==> src/rtl/dmem_arbiter_if.sv <==
// Bus bundle between the data-RAM arbiter, its two requesters and the RAM.
// p1_lock is present only when DMEM_ARB_LOCK_EN is defined.
interface dmem_arbiter_if #(
    parameter int WIDTH = 32
);
    logic             p0_req;
    logic             p0_we;
    logic [WIDTH-1:0] p0_addr;
    logic [WIDTH-1:0] p0_wdata;
    logic             p0_gnt;
    logic [WIDTH-1:0] p0_rdata;
    logic             p0_rvalid;

    logic             p1_req;
    logic             p1_we;
    logic [WIDTH-1:0] p1_addr;
    logic [WIDTH-1:0] p1_wdata;
    logic             p1_gnt;
    logic [WIDTH-1:0] p1_rdata;
    logic             p1_rvalid;
`ifdef DMEM_ARB_LOCK_EN
    logic             p1_lock;
`endif

    logic [WIDTH-1:0] mem_addr;
    logic [WIDTH-1:0] mem_wdata;
    logic             mem_we;
    logic [WIDTH-1:0] mem_rdata;

    modport slave (
        input  p0_req, p0_we, p0_addr, p0_wdata,
        output p0_gnt, p0_rdata, p0_rvalid,
        input  p1_req, p1_we, p1_addr, p1_wdata,
        output p1_gnt, p1_rdata, p1_rvalid,
`ifdef DMEM_ARB_LOCK_EN
        input  p1_lock,
`endif
        output mem_addr, mem_wdata, mem_we,
        input  mem_rdata
    );

    modport master (
        output p0_req, p0_we, p0_addr, p0_wdata,
        input  p0_gnt, p0_rdata, p0_rvalid,
        output p1_req, p1_we, p1_addr, p1_wdata,
        input  p1_gnt, p1_rdata, p1_rvalid,
`ifdef DMEM_ARB_LOCK_EN
        output p1_lock,
`endif
        input  mem_addr, mem_wdata, mem_we,
        output mem_rdata
    );
endinterface

==> src/rtl/dmem_arbiter.sv <==
// Two-port arbiter in front of the single-port data RAM: port 0 has priority, port 1 is
// protected by an anti-starvation counter. Optional atomic lock for port 1: DMEM_ARB_LOCK_EN.
module dmem_arbiter #(
    parameter int WIDTH        = 32,
    parameter int STARVE_LIMIT = 4
) (
    input  logic           clk,
    input  logic           rst_n,
    dmem_arbiter_if.slave  bus
);
    typedef enum logic [1:0] {
        IDLE = 2'd0,
        OWN0 = 2'd1,
        OWN1 = 2'd2
    } state_e;

    localparam logic [3:0] LIMIT = 4'(STARVE_LIMIT);

    state_e           state_q, state_d;
    logic [3:0]       starve_q, starve_d;
    logic             gnt0_s, gnt1_s, lock_s;
    logic             rd0_s, rd1_s;
    logic [WIDTH-1:0] mem_addr_s, mem_wdata_s;
    logic             mem_we_s;
    logic [WIDTH-1:0] p0_rdata_q, p1_rdata_q;
    logic             p0_rvalid_q, p1_rvalid_q;

`ifdef DMEM_ARB_LOCK_EN
    assign lock_s = (state_q == OWN1) && bus.p1_lock && bus.p1_req;
`else
    // Last-owner state only steers the lock; kept for observability in this build.
    logic unused_state_s;
    assign lock_s         = 1'b0;
    assign unused_state_s = ^state_q;
`endif

    // Grant selection: lock, then starvation relief, then port-0 priority.
    always_comb begin
        gnt0_s = 1'b0;
        gnt1_s = 1'b0;
        if (!rst_n) begin
            gnt0_s = 1'b0;
            gnt1_s = 1'b0;
        end else if (lock_s) begin
            gnt1_s = 1'b1;
        end else if (bus.p0_req && bus.p1_req) begin
            if (starve_q == LIMIT) begin
                gnt1_s = 1'b1;
            end else begin
                gnt0_s = 1'b1;
            end
        end else if (bus.p0_req) begin
            gnt0_s = 1'b1;
        end else if (bus.p1_req) begin
            gnt1_s = 1'b1;
        end else begin
            gnt0_s = 1'b0;
            gnt1_s = 1'b0;
        end
    end

    // RAM mux: granted port drives the RAM, zeros when idle.
    always_comb begin
        mem_addr_s  = '0;
        mem_wdata_s = '0;
        mem_we_s    = 1'b0;
        case ({gnt1_s, gnt0_s})
            2'b01: begin
                mem_addr_s  = bus.p0_addr;
                mem_wdata_s = bus.p0_wdata;
                mem_we_s    = bus.p0_we;
            end
            2'b10: begin
                mem_addr_s  = bus.p1_addr;
                mem_wdata_s = bus.p1_wdata;
                mem_we_s    = bus.p1_we;
            end
            default: begin
                mem_addr_s  = '0;
                mem_wdata_s = '0;
                mem_we_s    = 1'b0;
            end
        endcase
    end

    // Next owner state and starvation counter (saturating, cleared once port 1 is served or idle).
    always_comb begin
        state_d  = IDLE;
        starve_d = starve_q;
        if (gnt0_s) begin
            state_d = OWN0;
        end else if (gnt1_s) begin
            state_d = OWN1;
        end else begin
            state_d = IDLE;
        end
        if (gnt1_s || !bus.p1_req) begin
            starve_d = 4'd0;
        end else if (gnt0_s && (starve_q < LIMIT)) begin
            starve_d = starve_q + 4'd1;
        end else begin
            starve_d = starve_q;
        end
    end

    assign rd0_s = gnt0_s && !bus.p0_we;
    assign rd1_s = gnt1_s && !bus.p1_we;

    // Owner FSM, counter and registered read-return path.
    always_ff @(posedge clk or negedge rst_n) begin
        if (!rst_n) begin
            state_q     <= IDLE;
            starve_q    <= 4'd0;
            p0_rdata_q  <= '0;
            p1_rdata_q  <= '0;
            p0_rvalid_q <= 1'b0;
            p1_rvalid_q <= 1'b0;
        end else begin
            state_q     <= state_d;
            starve_q    <= starve_d;
            p0_rvalid_q <= rd0_s;
            p1_rvalid_q <= rd1_s;
            if (rd0_s) begin
                p0_rdata_q <= bus.mem_rdata;
            end else begin
                p0_rdata_q <= p0_rdata_q;
            end
            if (rd1_s) begin
                p1_rdata_q <= bus.mem_rdata;
            end else begin
                p1_rdata_q <= p1_rdata_q;
            end
        end
    end

    assign bus.p0_gnt    = gnt0_s;
    assign bus.p1_gnt    = gnt1_s;
    assign bus.p0_rdata  = p0_rdata_q;
    assign bus.p1_rdata  = p1_rdata_q;
    assign bus.p0_rvalid = p0_rvalid_q;
    assign bus.p1_rvalid = p1_rvalid_q;
    assign bus.mem_addr  = mem_addr_s;
    assign bus.mem_wdata = mem_wdata_s;
    assign bus.mem_we    = mem_we_s;
endmodule

==> src/flat_wrapper.sv <==
// flat-port wrapper written by rule: the top's interface ports become plain ports
module dmem_arbiter_flat 
#(
    parameter int WIDTH        = 32,
    parameter int STARVE_LIMIT = 4
)
  (clk, rst_n, bus_p0_req, bus_p0_we, bus_p0_addr, bus_p0_wdata, bus_p0_gnt, bus_p0_rdata, bus_p0_rvalid, bus_p1_req, bus_p1_we, bus_p1_addr, bus_p1_wdata, bus_p1_gnt, bus_p1_rdata, bus_p1_rvalid, bus_mem_addr, bus_mem_wdata, bus_mem_we, bus_mem_rdata);
  dmem_arbiter_if #(.WIDTH(WIDTH)) bus_i ();
  input  logic clk;
  input  logic rst_n;
  input wire logic [$bits(bus_i.p0_req)-1:0] bus_p0_req;
  input wire logic [$bits(bus_i.p0_we)-1:0] bus_p0_we;
  input wire logic [$bits(bus_i.p0_addr)-1:0] bus_p0_addr;
  input wire logic [$bits(bus_i.p0_wdata)-1:0] bus_p0_wdata;
  output wire logic [$bits(bus_i.p0_gnt)-1:0] bus_p0_gnt;
  output wire logic [$bits(bus_i.p0_rdata)-1:0] bus_p0_rdata;
  output wire logic [$bits(bus_i.p0_rvalid)-1:0] bus_p0_rvalid;
  input wire logic [$bits(bus_i.p1_req)-1:0] bus_p1_req;
  input wire logic [$bits(bus_i.p1_we)-1:0] bus_p1_we;
  input wire logic [$bits(bus_i.p1_addr)-1:0] bus_p1_addr;
  input wire logic [$bits(bus_i.p1_wdata)-1:0] bus_p1_wdata;
  output wire logic [$bits(bus_i.p1_gnt)-1:0] bus_p1_gnt;
  output wire logic [$bits(bus_i.p1_rdata)-1:0] bus_p1_rdata;
  output wire logic [$bits(bus_i.p1_rvalid)-1:0] bus_p1_rvalid;
  output wire logic [$bits(bus_i.mem_addr)-1:0] bus_mem_addr;
  output wire logic [$bits(bus_i.mem_wdata)-1:0] bus_mem_wdata;
  output wire logic [$bits(bus_i.mem_we)-1:0] bus_mem_we;
  input wire logic [$bits(bus_i.mem_rdata)-1:0] bus_mem_rdata;
  assign bus_i.p0_req = bus_p0_req;
  assign bus_i.p0_we = bus_p0_we;
  assign bus_i.p0_addr = bus_p0_addr;
  assign bus_i.p0_wdata = bus_p0_wdata;
  assign bus_p0_gnt = bus_i.p0_gnt;
  assign bus_p0_rdata = bus_i.p0_rdata;
  assign bus_p0_rvalid = bus_i.p0_rvalid;
  assign bus_i.p1_req = bus_p1_req;
  assign bus_i.p1_we = bus_p1_we;
  assign bus_i.p1_addr = bus_p1_addr;
  assign bus_i.p1_wdata = bus_p1_wdata;
  assign bus_p1_gnt = bus_i.p1_gnt;
  assign bus_p1_rdata = bus_i.p1_rdata;
  assign bus_p1_rvalid = bus_i.p1_rvalid;
  assign bus_mem_addr = bus_i.mem_addr;
  assign bus_mem_wdata = bus_i.mem_wdata;
  assign bus_mem_we = bus_i.mem_we;
  assign bus_i.mem_rdata = bus_mem_rdata;
  dmem_arbiter #(.WIDTH(WIDTH), .STARVE_LIMIT(STARVE_LIMIT)) u_core (.clk(clk), .rst_n(rst_n), .bus(bus_i));
endmodule
==> config.mk <==
export PLATFORM = sky130hd
export DESIGN_NAME = dmem_arbiter_flat
export DESIGN_NICKNAME = d
export VERILOG_FILES = /design/src/rtl/dmem_arbiter_if.sv /design/src/rtl/dmem_arbiter.sv /design/src/flat_wrapper.sv
export SDC_FILE = /design/constraint.sdc
export NUM_CORES = 1
export LEC_CHECK = 0
export BUFFER_PORTS_ARGS = -buffer_cell sky130_fd_sc_hd__buf_2
export CAP_MARGIN = 25
export CORE_AREA = 2 2 115 117
export CTS_BUF_LIST = sky130_fd_sc_hd__clkbuf_8
export DETAILED_ROUTE_END_ITERATION = 6
export DIE_AREA = 0 0 117 119
export PLACE_DENSITY = 0.75
export SYNTH_ARGS = -nofsm -noshare
export SYNTH_HDL_FRONTEND = slang
export SYNTH_SLANG_ARGS = --single-unit
==> constraint.sdc <==
create_clock -name clk -period 2 [get_ports clk]
set_clock_uncertainty 0.15 [all_clocks]
set_input_delay 0.1 -clock clk [delete_from_list [all_inputs] [get_ports clk]]
set_output_delay 0.1 -clock clk [all_outputs]
set_load 0.005 [all_outputs]
After elaboration in Yosys (flattened, before gate mapping)
Cells that the tools add are included.
Widths: inputs -> output; s select.

word-level totals
  flip-flop bits (word level) = 70
  bits of input ports = 166
  output and inout bits = 133
  word-level logic and storage cells = 33

cells by class
  add/sub/neg operators = 1
  $lt $le $gt $ge = 1
  equal/unequal tests = 3
  multiplexer cells = 14
  reductions and logical operators = 9

operator list
  kind                 count
  $pmux 32 s2          2
  $mux 1               9
  $mux 4               2
  $add 4x1->4 const B  1
  $eq 4x3->1 const B   1
  $logic_and 1x1->1    4
  $lt 4x3->1 const B   1
  $logic_not 1->1      3
  $eq 2x1->1 const B   1
  $eq 2x2->1 const B   1
  $pmux 1 s2           1
  $reduce_bool 2->1    1
  $logic_or 1x1->1     1

Logic depth before layout (Yosys ltp)
Gate-level depths: netlist (run 1).

  depth after elaboration = 7
  depth in mapped cells = 10
  depth with buffers taken out = 8

Least setup slack after synthesis (run 1)
No wires, ideal clock.

  kind = reg-to-output
  start = register u_core.starve_q[0]
  end = output port bus_mem_addr[0]
  data arrival time = 2.034 ns
  data required time = 1.750 ns
  slack = -0.284 ns
  cell stages (with the launch flop) = 11
  buffers on the path = 2
  cells stage by stage = dfrtp_1 inv_1 ha_1 nand3b_1 a21boi_0 and2_1 ha_1 clkbuf_1 buf_1 a22oi_1 nor2_1

between the ends
  word-level cells in the longest chain between the ends = 6
  elaborated cells on any way between the ends = 10
  those cells by class = eq/ne: 3; mux: 7

RTL lines
  item                                             RTL line             text
  from (decl)                                      dmem_arbiter.sv:20   logic [3:0] starve_q, starve_d;
  from (signal assigned)                           dmem_arbiter.sv:120  starve_q <= starve_d;
  $eq 4x3->1 *                                     dmem_arbiter.sv:47   if (starve_q == LIMIT) begin
  $mux 1 *                                         dmem_arbiter.sv:47
  $mux 1 *                                         dmem_arbiter.sv:46   end else if (bus.p0_req && bus.p1_req) begin
  $mux 1 *                                         dmem_arbiter.sv:41   if (!rst_n) begin
  via bus_p1_gnt                                   flat_wrapper.sv:22   output wire logic [$bits(bus_i.p1_gnt)-1:0] bus_p1_gnt;
  $eq 2x2->1 / $eq 2x1->1 (equally long branches)  dmem_arbiter.sv:67   case ({gnt1_s, gnt0_s})
  $pmux 32 s2 *                                    dmem_arbiter.sv:67
  to (decl)                                        flat_wrapper.sv:25   output wire logic [$bits(bus_i.mem_addr)-1:0] bus_mem_addr;

The timed path passes the listed nets; every way through them passes the cells marked *.

Worst setup path after layout (run 1)
  start = register u_core.starve_q[0]
  end = output port bus_mem_wdata[10]

between the ends
  word-level cells in the longest chain between the ends = 6
  elaborated cells on any way between the ends = 10
  those cells by class = eq/ne: 3; mux: 7

RTL lines
  item                                             RTL line            text
  $eq 4x3->1 *                                     dmem_arbiter.sv:47
  $mux 1                                           dmem_arbiter.sv:47
  $mux 1                                           dmem_arbiter.sv:46
  $mux 1                                           dmem_arbiter.sv:41
  $eq 2x2->1 / $eq 2x1->1 (equally long branches)  dmem_arbiter.sv:67
  $pmux 32 s2 *                                    dmem_arbiter.sv:67
  to (decl)                                        flat_wrapper.sv:26  output wire logic [$bits(bus_i.mem_wdata)-1:0] bus_mem_wdata;

Every way passes the cells marked *; elsewhere a longest branch is shown, timed or not.

==> reports/metrics.cfg, run 1 <==
[routing]
drc = 0
drt-total-wl_um = 16300
viasPerCell = 4.83
drt_iter0_drc = 260
ant_nets = 0
first_pass_iters = 4
wire_per_inst_um = 18.9
vias = 4175

[logic_synthesis]
yosys_most_used_dff = dfrtp_1
synth_area_per_cell_um2 = 11.2
synth_common_cells = 70 x dfrtp_1, 65 x a22oi_1, 65 x nor2_1, 64 x mux2_2, 12 x clkbuf_1
seq_area_frac_synth_pct = 49.2
synthCells = 319
synth-edff-count = 0
ys_ff_latch = 70
yosysTopAreaCell = dfrtp_1
synth_area_leaders = dfrtp_1 49%, mux2_2 20%, a22oi_1 14%, nor2_1 6.9%, ha_1 1.4%
yosysMostFrequentCell = dfrtp_1
synth_cell_types = 26
async_flop_share_pct = 100
yosys_warnings = 0
syn_nets = 489
synth_top_area_share_pct = 49.2
synth_area_mm2 = 0.00356

[timing]
tightest_slew_ns = 0.730
max_freq_ghz = 0.399
hold_violations = 0
finalWorstSetupSlack_ns = -0.504
period_share_pct = 125
setup_viol = 120
holdWs_ns = 0.0737
slew_violations = 0
timing.setup.tns_ns = -35.33
period_needed_ns = 2.50
slew_headroom_pct = 51.3
rsz0062_at_grt = true

[layout]
seq_area_mm2 = 0.00175
post-route-util_pct = 56.2
final_area_mm2 = 0.00724
final_nets = 852
n_fill_cell = 1098
multi_input_area_mm2 = 0.00235
layout-drive-gt1-share_pct = 79.0
area_growth_pct = 103
fin_cells = 865

[critical_path]
cp_max_fo = 7
slowest_delay_ns = 0.37
arrival_ns = 2.25
path_cells = inv_2, ha_4, and3b_2, a21o_1, ha_4, buf_12, buf_16, a22oi_2, nor2_2, buf_2
startpoint_type = flip-flop
crit_top_cell = ha_4
critPathKind = reg2out
crit_path_top_delay_cell = dfrtp_1
worstSetupEndpointType = output pin
cp.required_ns = 1.75

[clock_network]
clock_latency_ns = 0.35
clkSlewWorstSetupHoldPaths_ns = 0.09
cts.htree.levels = 3
cts_buffers = 9
clock-sinks = 70
cts_tree = done
cts.path.max_buffers = 2
cts_root_buf = clkbuf_8

[global_route]
grtUsageTotal_pct = 21.6
grt_max_degree = 59
grt_pass1_wl_um = 23000
antenna_found_initial = 3
grt_overflow = 0
grt_pass1_vias = 4282

[die]
dieArea_mm2 = 0.0139
num_rows = 42
die_w_um = 117
die_h_um = 119
initial_utilization_pct = 27.6
io_pins = 299
core-area_mm2 = 0.0129

[pwr]
power.total_mw = 4.50
powerDensity_mw_per_mm2 = 621
vdd_ir_drop_max_v = 0.000723
power.leakage_nw = 3.45

[placement]
gp_congestion = 0.807
io_buffer_count = 298
place_hpwl_um = 10100
placed_cell_area_mm2 = 0.00545
dp.cells = 783
pre_cts_ws_ns = -0.198

[run_status]
violations = negative setup slack
outcome = complete, but fails checks

[flow_run]
cap_violations = 0

[worst_hold_path]
hp-class = in2reg

critical path: cells and delay by family (launching register included):
| kind | cells | cell delay [ns] |
|---|---|---|
| adders and majority gates | 2 | 0.39 |
| buffers and inverters | 4 | 0.45 |
| DFF | 1 | 0.37 |
| and+or+nand+nor | 2 | 0.27 |
| AOI/OAI and AO/OA | 2 | 0.42 |
cell families after synthesis:
family,synth area share (%)
compound gates,15.4
xor+xnor,0.246
fa+ha+maj,1.41
buf+inv,4.15
flops,49.2
mux,20.6
simple gates,9.07
routing by layer:
metal / vias to the layer above / part of all wire (%) / wire (um) / global-route usage, %
met5: - / 0 / 0 / 0
met4: 0 / 2.8 / 456 / 7.57
met3: 32 / 7.6 / 1240 / 6.01
met2: 204 / 54 / 8810 / 41.0
met1: 2054 / 36 / 5800 / 22.1
li1: 1885 / - / - / -
final cells by class:
class,instances,share of cell area (%)
Tap cell,176,3.04
Antenna cell,2,0.0691
Timing Repair Buffer,380,37.3
Inverter,4,0.207
Sequential cell,70,24.2
Multi-Input combinational cell,217,32.5
Clock inverter,7,1.00
Clock buffer,9,1.71
power by group:
part	switching (mW)	internal [mW]	total, mW
Sequential	0.149	1.68	1.83
Combinational	0.637	0.892	1.53
Clock	0.562	0.577	1.14
Total	1.35	3.15	4.50
registers in the layout (all words and copies together) (netlist names):
name	cells
u_core.bus.p0_rdata	32
u_core.bus.p0_rvalid	1
u_core.bus.p1_rdata	32
u_core.bus.p1_rvalid	1
u_core.starve_q	4
layout by cell type (no fill, tap or decap), types with 2 or more instances in the layout:
cell type        n
ha_4             3
buf_6           18
nand3b_1         2
dlygate4sd3_1   34
mux2_4          35
buf_2          287
a22oi_2         53
inv_2            2
nor2_4          23
clkinv_2         2
buf_16           6
clkbuf_8         9
mux2_2          30
a22oi_1         12
buf_8            4
buf_4           13
nor2_2          28
nor2_1          14
clkbuf_16        3
nand2_1          2
buf_12          13
clkinvlp_4       2
bufbuf_16        2
dfrtp_1         70
diode_2          2
inv_1            2
and3_1           2
worst paths after layout:
check	slack, ns	end	cells past startpoint	from
min in group asynchronous	0.14	u_core.bus.p1_rdata[22]	3	rst_n
max in group asynchronous	0.60	u_core.bus.p0_rdata[20]	4	rst_n
min	0.07	u_core.bus.p0_rvalid	4	bus_p0_we
min reg2reg	0.36	u_core.bus.p1_rdata[28]	1	u_core.bus.p1_rdata[28]
max	-0.50	bus_mem_wdata[10]	10	u_core.starve_q[0]
max reg2reg	-0.21	u_core.bus.p0_rdata[0]	9	u_core.starve_q[0]
timing repair:
item                       4_1_cts  5_1_grt
gates resized for setup        118       59
hold buffers                    34        0
buffers inserted                16        8
gates cloned                    12        4
hold endpoints to repair        80        0
pin swaps                       19       31
setup endpoints to repair       97      129
Note: power is estimated with default switching activity, not from simulation.
==> run 2, diff against run 1 <==
--- a/config.mk
+++ b/config.mk
@@ -5,13 +5,15 @@
 export SDC_FILE = /design/constraint.sdc
 export NUM_CORES = 1
 export LEC_CHECK = 0
-export BUFFER_PORTS_ARGS = -buffer_cell sky130_fd_sc_hd__buf_2
+export ABC_AREA = 1
 export CAP_MARGIN = 25
 export CORE_AREA = 2 2 115 117
 export CTS_BUF_LIST = sky130_fd_sc_hd__clkbuf_8
 export DETAILED_ROUTE_END_ITERATION = 6
 export DIE_AREA = 0 0 117 119
-export PLACE_DENSITY = 0.75
+export DONT_BUFFER_PORTS = 1
+export PLACE_DENSITY = 0.56
 export SYNTH_ARGS = -nofsm -noshare
 export SYNTH_HDL_FRONTEND = slang
 export SYNTH_SLANG_ARGS = --single-unit
+export TNS_END_PERCENT = 20
==> run 2 against run 1 <==
Compared with the run above: the run ends with negative hold slack, negative setup slack left; first-iteration DRC count decreased by 29%; sequential power about the same; flip-flop and latch count unchanged; largest cell class is now multi-input gates; largest power group unchanged.
==> reports/metrics.cfg, run 2 <==
[critical_path]
startpoint_type = flip-flop  ; unchanged
cp.required_ns = 1.75  ; about the same
critPathKind = reg2out  ; unchanged
worstSetupEndpointType = output pin  ; unchanged
arrival_ns = 2.02  ; was 2.25 ns
rr_worst_depth = 15  ; was 9
cp_max_fo = 7  ; unchanged

[timing]
finalWorstSetupSlack_ns = -0.274  ; was -0.504 ns
rsz0062_at_grt = true  ; unchanged
period_share_pct = 114  ; was 125%
setup_viol = 97  ; was 120
period_needed_ns = 2.27  ; was 2.50 ns
hold_violations = 70  ; was 0
max_freq_ghz = 0.440  ; was 0.399 GHz
slew_headroom_pct = 77.3  ; was 51.3%
tightest_slew_ns = 0.340  ; was 0.730 ns
timing.setup.tns_ns = -18.50  ; was -35.33 ns
slew_violations = 0  ; unchanged
holdWs_ns = -0.499  ; was 0.0737 ns

[die]
initial_utilization_pct = 29.1  ; was 27.6%
die_h_um = 119  ; unchanged
core-area_mm2 = 0.0129  ; unchanged
num_rows = 42  ; unchanged
dieArea_mm2 = 0.0139  ; unchanged
io_pins = 299  ; unchanged
die_w_um = 117  ; unchanged

[clock_network]
cts_tree = done  ; unchanged
clock-sinks = 70  ; unchanged
cts_buffers = 9  ; unchanged
clkSlewWorstSetupHoldPaths_ns = 0.07  ; was 0.09 ns
cts.path.max_buffers = 2  ; unchanged
cts.htree.levels = 3  ; unchanged
holdBufCountCts = 37  ; was 34
clock_latency_ns = 0.33  ; was 0.35 ns
cts_root_buf = clkbuf_8  ; unchanged

[logic_synthesis]
synth_common_cells = 320 x nand2_1, 70 x dfrtp_1, 66 x a21oi_1, 19 x buf_2, 11 x nand2_2  ; was 70 x dfrtp_1, 65 x a22oi_1, 65 x nor2_1, 64 x mux2_2, 12 x clkbuf_1
synth-edff-count = 0  ; unchanged
synth_area_leaders = dfrtp_1 47%, nand2_1 32%, a21oi_1 8.8%, buf_2 2.5%, nand2_2 1.8%  ; was dfrtp_1 49%, mux2_2 20%, a22oi_1 14%, nor2_1 6.9%, ha_1 1.4%
ys_ff_latch = 70  ; unchanged
synth_area_mm2 = 0.00375  ; was 0.00356 mm2
synth_top_area_share_pct = 46.7  ; was 49.2%
synth_cell_types = 19  ; was 26
seq_area_frac_synth_pct = 46.7  ; was 49.2%
synth_area_per_cell_um2 = 7.10  ; was 11.2 um2
yosysMostFrequentCell = nand2_1  ; was dfrtp_1
yosys_warnings = 0  ; unchanged
synthCells = 528  ; was 319
syn_nets = 698  ; was 489
yosysTopAreaCell = dfrtp_1  ; unchanged
async_flop_share_pct = 100  ; unchanged
yosys_most_used_dff = dfrtp_1  ; unchanged

[run_status]
violations = negative hold slack, negative setup slack  ; was negative setup slack
outcome = complete, but fails checks  ; unchanged

[layout]
n_fill_cell = 1259  ; was 1,098
final_nets = 762  ; was 852
layout-drive-gt1-share_pct = 31.4  ; was 79.0%
diodes = 0  ; was 2
post-route-util_pct = 42.8  ; was 56.2%
final_common_cell = nand2_1  ; was buf_2
area_growth_pct = 46.8  ; was 103%
final_cell_mix = 285 x nand2_1, 70 x dfrtp_1, 53 x a21oi_2, 38 x nand2_2, 36 x dlygate4sd3_1  ; was 287 x buf_2, 70 x dfrtp_1, 53 x a22oi_2, 35 x mux2_4, 34 x dlygate4sd3_1

[global_route]
grt_max_degree = 73  ; was 59
grtUsageTotal_pct = 20.3  ; was 21.6%
grt_pass1_vias = 3934  ; was 4,282
grt_overflow = 0  ; unchanged
antenna_found_initial = 0  ; was 3
grt_pass1_wl_um = 21300  ; was 23,000 um

[routing]
first_pass_iters = 4  ; unchanged
drt-total-wl_um = 15100  ; was 16,300 um
drt_iter0_drc = 184  ; was 260
vias = 3865  ; was 4,175
drc = 0  ; unchanged
ant_nets = 0  ; unchanged
viasPerCell = 5.01  ; was 4.83
wire_per_inst_um = 19.6  ; was 18.9 um

[placement]
place_hpwl_um = 9950  ; was 10,100 um
gp_congestion = 0.846  ; was 0.807
io_buffer_count = 0  ; was 298

[pwr]
powerDensity_mw_per_mm2 = 664  ; was 621 mW/mm2
power.leakage_nw = 2.43  ; was 3.45 nW
vdd_ir_drop_max_v = 0.000601  ; was 0.000723 V

[flow_run]
cap_violations = 0  ; unchanged

[worst_hold_path]
hp-class = in2async  ; was in2reg

-- run 2: cell types whose count changed after synthesis, moves of 11 or more --
cell,previous run,this run
a21oi_1,0,66
nand2_2,0,11
mux2_2,64,0
a22oi_1,65,0
nor2_1,65,3
buf_2,4,19
nand2_1,2,320
-- run 2: what timing repair did --
| item | CTS | global route |
|---|---|---|
| buffers inserted | 16 | 3 |
| endpoints found under the setup margin | 65 | 97 |
| resized for setup | 114 | 32 |
| gates cloned | 8 | 0 |
| pin swaps | 14 | 11 |
| endpoints found under the hold margin | 140 | 70 |
-- run 2: layout make-up --
class | instances | area, um2 | share of cell area [%]
clock buffer | 11 | 151 | 2.75
clock inverter | 4 | 23.8 | 0.432
inverter | 11 | 51.3 | 0.932
multi-input combinational | 414 | 2250 | 40.8
sequential | 70 | 1750 | 31.8
tap | 176 | 220 | 4.00
timing repair buffer | 86 | 1060 | 19.3
-- run 2: power breakdown --
part	total, mW	leakage, nW	internal, mW	switching, mW
registers	1.86	0.884	1.65	0.215
clock network	1.01	0.0886	0.504	0.503
logic	0.788	1.46	0.355	0.433
-- run 2: path summary, 6_finish.rpt --
kind / from / to / slack, ns
min in group clk: bus_p0_we / u_core.bus.p0_rdata[31] / 0.07
hold / removal: rst_n / u_core.bus.p1_rdata[16] / -0.50
setup / recovery: u_core.starve_q[1] / bus_mem_wdata[26] / -0.27
hold reg to reg: u_core.bus.p0_rdata[14] / u_core.bus.p0_rdata[14] / 0.36
setup reg to reg: u_core.starve_q[1] / u_core.bus.p1_rdata[2] / -0.23
max in group asynchronous: rst_n / u_core.bus.p0_rdata[23] / 1.93
-- run 2: layer usage --
metal | track usage (%) | share of wire (%)
met1 | 21.3 | 38
met2 | 37.6 | 51
met3 | 6.62 | 9.2
met4 | 6.18 | 1.7
met5 | 0 | 0
-- run 2: per-stage QoR --
step | hold WS (ns) | worst slack [ns] | std cells | instance area (um2) | power [mW]
after detailed placement | -0.344 | -0.0901 | 695 | 4030 | 2.35
after floorplan | -0.346 | -0.00424 | 528 | 3750 | 2.17
after global placement | -0.344 | -0.0141 | 695 | 4030 | 2.33
after CTS | -0.513 | -0.289 | 771 | 5400 | 3.66
after global routing | -0.504 | -0.382 | 772 | 5510 | 3.86
final | -0.499 | -0.274 | 772 | 5510 | 3.66
-- run 2: worst max-delay path: stages, from the launching register on --
cell and delay (ns):
dfrtp_1 0.40, inv_2 0.08, ha_4 0.13, nand3_2 0.07, nand2_2 0.10, nand2_4 0.08
inv_4 0.07, ha_4 0.22, buf_12 0.13, buf_16 0.13, nand2_1 0.08, a21oi_2 0.21
-- run 2: kinds of logic (layout without fill, tap and decap cells) --
logic type,Yosys count,after routing,synth area share [%]
buf+inv,44,112,6.54
compound gates,66,66,8.81
simple gates,344,344,36.6
flops,70,70,46.7
fa+ha+maj,4,4,1.33
==> run 3, diff against run 2 <==
--- a/config.mk
+++ b/config.mk
@@ -7,10 +7,10 @@
 export LEC_CHECK = 0
 export ABC_AREA = 1
 export CAP_MARGIN = 25
-export CORE_AREA = 2 2 115 117
+export CORE_AREA = 3 3 116 118
 export CTS_BUF_LIST = sky130_fd_sc_hd__clkbuf_8
 export DETAILED_ROUTE_END_ITERATION = 6
-export DIE_AREA = 0 0 117 119
+export DIE_AREA = 0 0 119 121
 export DONT_BUFFER_PORTS = 1
 export PLACE_DENSITY = 0.56
 export SYNTH_ARGS = -nofsm -noshare
==> run 3 against run 2 <==
Compared with the run above: the flow finishes with violations (negative setup slack); critical path depth fell by 1; power up 4.5%; sequential share of layout area shrank 1.4 points; hold slack better by 0.54 ns; register-to-register slack better by 0.30 ns; design area grew 4.7%; wire length grew 5.7%; highest routed layer unchanged.
==> reports/metrics.cfg, run 3 (synthesis gave the netlist of run 2 again) <==
[worst_hold_path]
hp-class = in2reg  ; was in2async
min_path_cells = 5
holdCritStartpoint = bus_p0_req

[routing]
vias = 3914  ; was 3,865
drt-total-wl_um = 16000  ; was 15,100 um
viasPerCell = 5.01  ; about the same
drt_iter0_drc = 228  ; was 184
ant_nets = 0  ; unchanged
drc = 0  ; unchanged
first_pass_iters = 4  ; unchanged
wire_per_inst_um = 20.5  ; was 19.6 um

[global_route]
grt_pass1_vias = 3932  ; was 3,934
grtUsageTotal_pct = 20.1  ; was 20.3%
met3_usage_pct = 7.83  ; was 6.62%
met1_usage_pct = 23.1  ; was 21.3%
use_met2_pct = 34.8  ; was 37.6%
grt_overflow = 0  ; unchanged
grt_busiest_layer = met2  ; unchanged
grt_pass1_wl_um = 22300  ; was 21,300 um
antenna_found_initial = 0  ; unchanged
grt_max_degree = 71  ; was 73

[timing]
timing.setup.tns_ns = -14.61  ; was -18.50 ns
period_needed_ns = 2.28  ; was 2.27 ns
setup_viol = 65  ; was 97
slew_violations = 0  ; unchanged
period_share_pct = 114  ; about the same
rsz0062_at_grt = true  ; unchanged
slew_headroom_pct = 77.4  ; was 77.3%
max_freq_ghz = 0.438  ; was 0.440 GHz
finalWorstSetupSlack_ns = -0.285  ; was -0.274 ns
holdWs_ns = 0.0454  ; was -0.499 ns
hold_violations = 0  ; was 70
tightest_slew_ns = 0.340  ; about the same

[layout]
final_nets = 775  ; was 762
area_growth_pct = 53.7  ; was 46.8%
final_common_cell = nand2_1  ; unchanged
diodes = 0  ; unchanged
layout-drive-gt1-share_pct = 32.3  ; was 31.4%
post-route-util_pct = 45.9  ; was 42.8%
final_cell_mix = 287 x nand2_1, 70 x dfrtp_1, 52 x a21oi_2, 39 x dlygate4sd3_1, 30 x nand2_2  ; was 285 x nand2_1, 70 x dfrtp_1, 53 x a21oi_2, 38 x nand2_2, 36 x dlygate4sd3_1

[pwr]
power.leakage_nw = 2.59  ; was 2.43 nW
powerDensity_mw_per_mm2 = 662  ; was 664 mW/mm2
power.total_mw = 3.82  ; was 3.66 mW
vdd_ir_drop_max_v = 0.000486  ; was 0.000601 V

[clock_network]
clock_latency_ns = 0.34  ; was 0.33 ns
clock-sinks = 70  ; unchanged
cts_buffers = 9  ; unchanged
clkSlewWorstSetupHoldPaths_ns = 0.07  ; about the same
cts_tree = done  ; unchanged
cts.htree.levels = 3  ; unchanged
cts.path.max_buffers = 2  ; unchanged
cts_root_buf = clkbuf_8  ; unchanged

[critical_path]
cp_max_fo = 7  ; unchanged
critPathLaunch = u_core.starve_q[0]  ; was u_core.starve_q[1]
rr_worst_depth = 13  ; was 15
cp.required_ns = 1.75  ; about the same
startpoint_type = flip-flop  ; unchanged
worstSetupEndpointType = output pin  ; unchanged
r2r-start = u_core.starve_q[0]  ; was u_core.starve_q[1]
arrival_ns = 2.03  ; was 2.02 ns
critPathKind = reg2out  ; unchanged

[placement]
place_hpwl_um = 10500  ; was 9950 um
io_buffer_count = 0  ; unchanged
pre_cts_ws_ns = -0.0946  ; was -0.0901 ns
gp_congestion = 0.799  ; was 0.846

[die]
die_w_um = 119  ; was 117 um
die_h_um = 121  ; was 119 um
initial_utilization_pct = 29.8  ; was 29.1%
io_pins = 299  ; unchanged
core-area_mm2 = 0.0126  ; was 0.0129 mm2
num_rows = 41  ; was 42
dieArea_mm2 = 0.0144  ; was 0.0139 mm2

[run_status]
outcome = complete, but fails checks  ; unchanged
violations = negative setup slack  ; was negative hold slack, negative setup slack

[flow_run]
cap_violations = 0  ; unchanged

## run 3: cell types whose count changed in the layout (fill, tap and decap cells not counted), moves of 3 or more
cell           change
nand2_2            -8
clkbuf_16          +4
buf_12             -3
dlygate4sd3_1      +3
buf_6             +10
buf_4              -3
nand2_4            +6
## run 3: routing by layer
layer	routed length, um	share of wire [%]	vias to the layer above
li1	-	-	1788
met1	6110	38	1899
met2	8220	51	214
met3	1470	9.2	13
met4	212	1.3	0
met5	0	0	-
## run 3: path summary, 6_finish.rpt
kind / endpoint / slack [ns]
worst max register to register: u_core.bus.p1_rdata[30] / 0.07
worst min-delay path: u_core.starve_q[1] / 0.05
worst min register to register: u_core.bus.p0_rdata[7] / 0.36
worst max-delay path: bus_mem_wdata[24] / -0.28
max in group asynchronous: u_core.starve_q[3] / 1.28
min in group asynchronous: u_core.bus.p0_rdata[4] / 0.14
## run 3: what timing repair did
action	CTS	global route
endpoints found under the hold margin	139	0
pin swaps	19	14
gates cloned	5	5
endpoints found under the setup margin	65	98
hold buffers	40	0
buffers inserted	16	6
resized for setup	112	49
## run 3: metrics by stage
| step | std cells | cell area (um2) |
|---|---|---|
| final | 782 | 5770 |
| after global routing | 782 | 5770 |
| after CTS | 777 | 5450 |
| after detailed placement | 701 | 4140 |
| after global placement | 701 | 4140 |
| after floorplan | 528 | 3750 |
## run 3: power by group
| group | switching [mW] | internal (mW) |
|---|---|---|
| Sequential | 0.215 | 1.64 |
| Combinational | 0.440 | 0.384 |
| Clock | 0.559 | 0.577 |
| Total | 1.21 | 2.61 |
## run 3: layout make-up
cell class,count,area (um2)
fill,1209,6800
multi-input combinational,414,2290
sequential,70,1750
timing repair buffer,99,1260
tap,172,215
clock buffer,9,124
clock inverter,7,72.6
inverter,11,53.8
## run 3: critical path: stages, from the launching register on
cell	delay [ns]
dfrtp_1	0.39
inv_2	0.09
ha_4	0.15
nand4_1	0.11
nand2_2	0.15
inv_4	0.05
ha_4	0.24
buf_12	0.15
a21oi_2	0.14
buf_4	0.13
buf_6	0.08
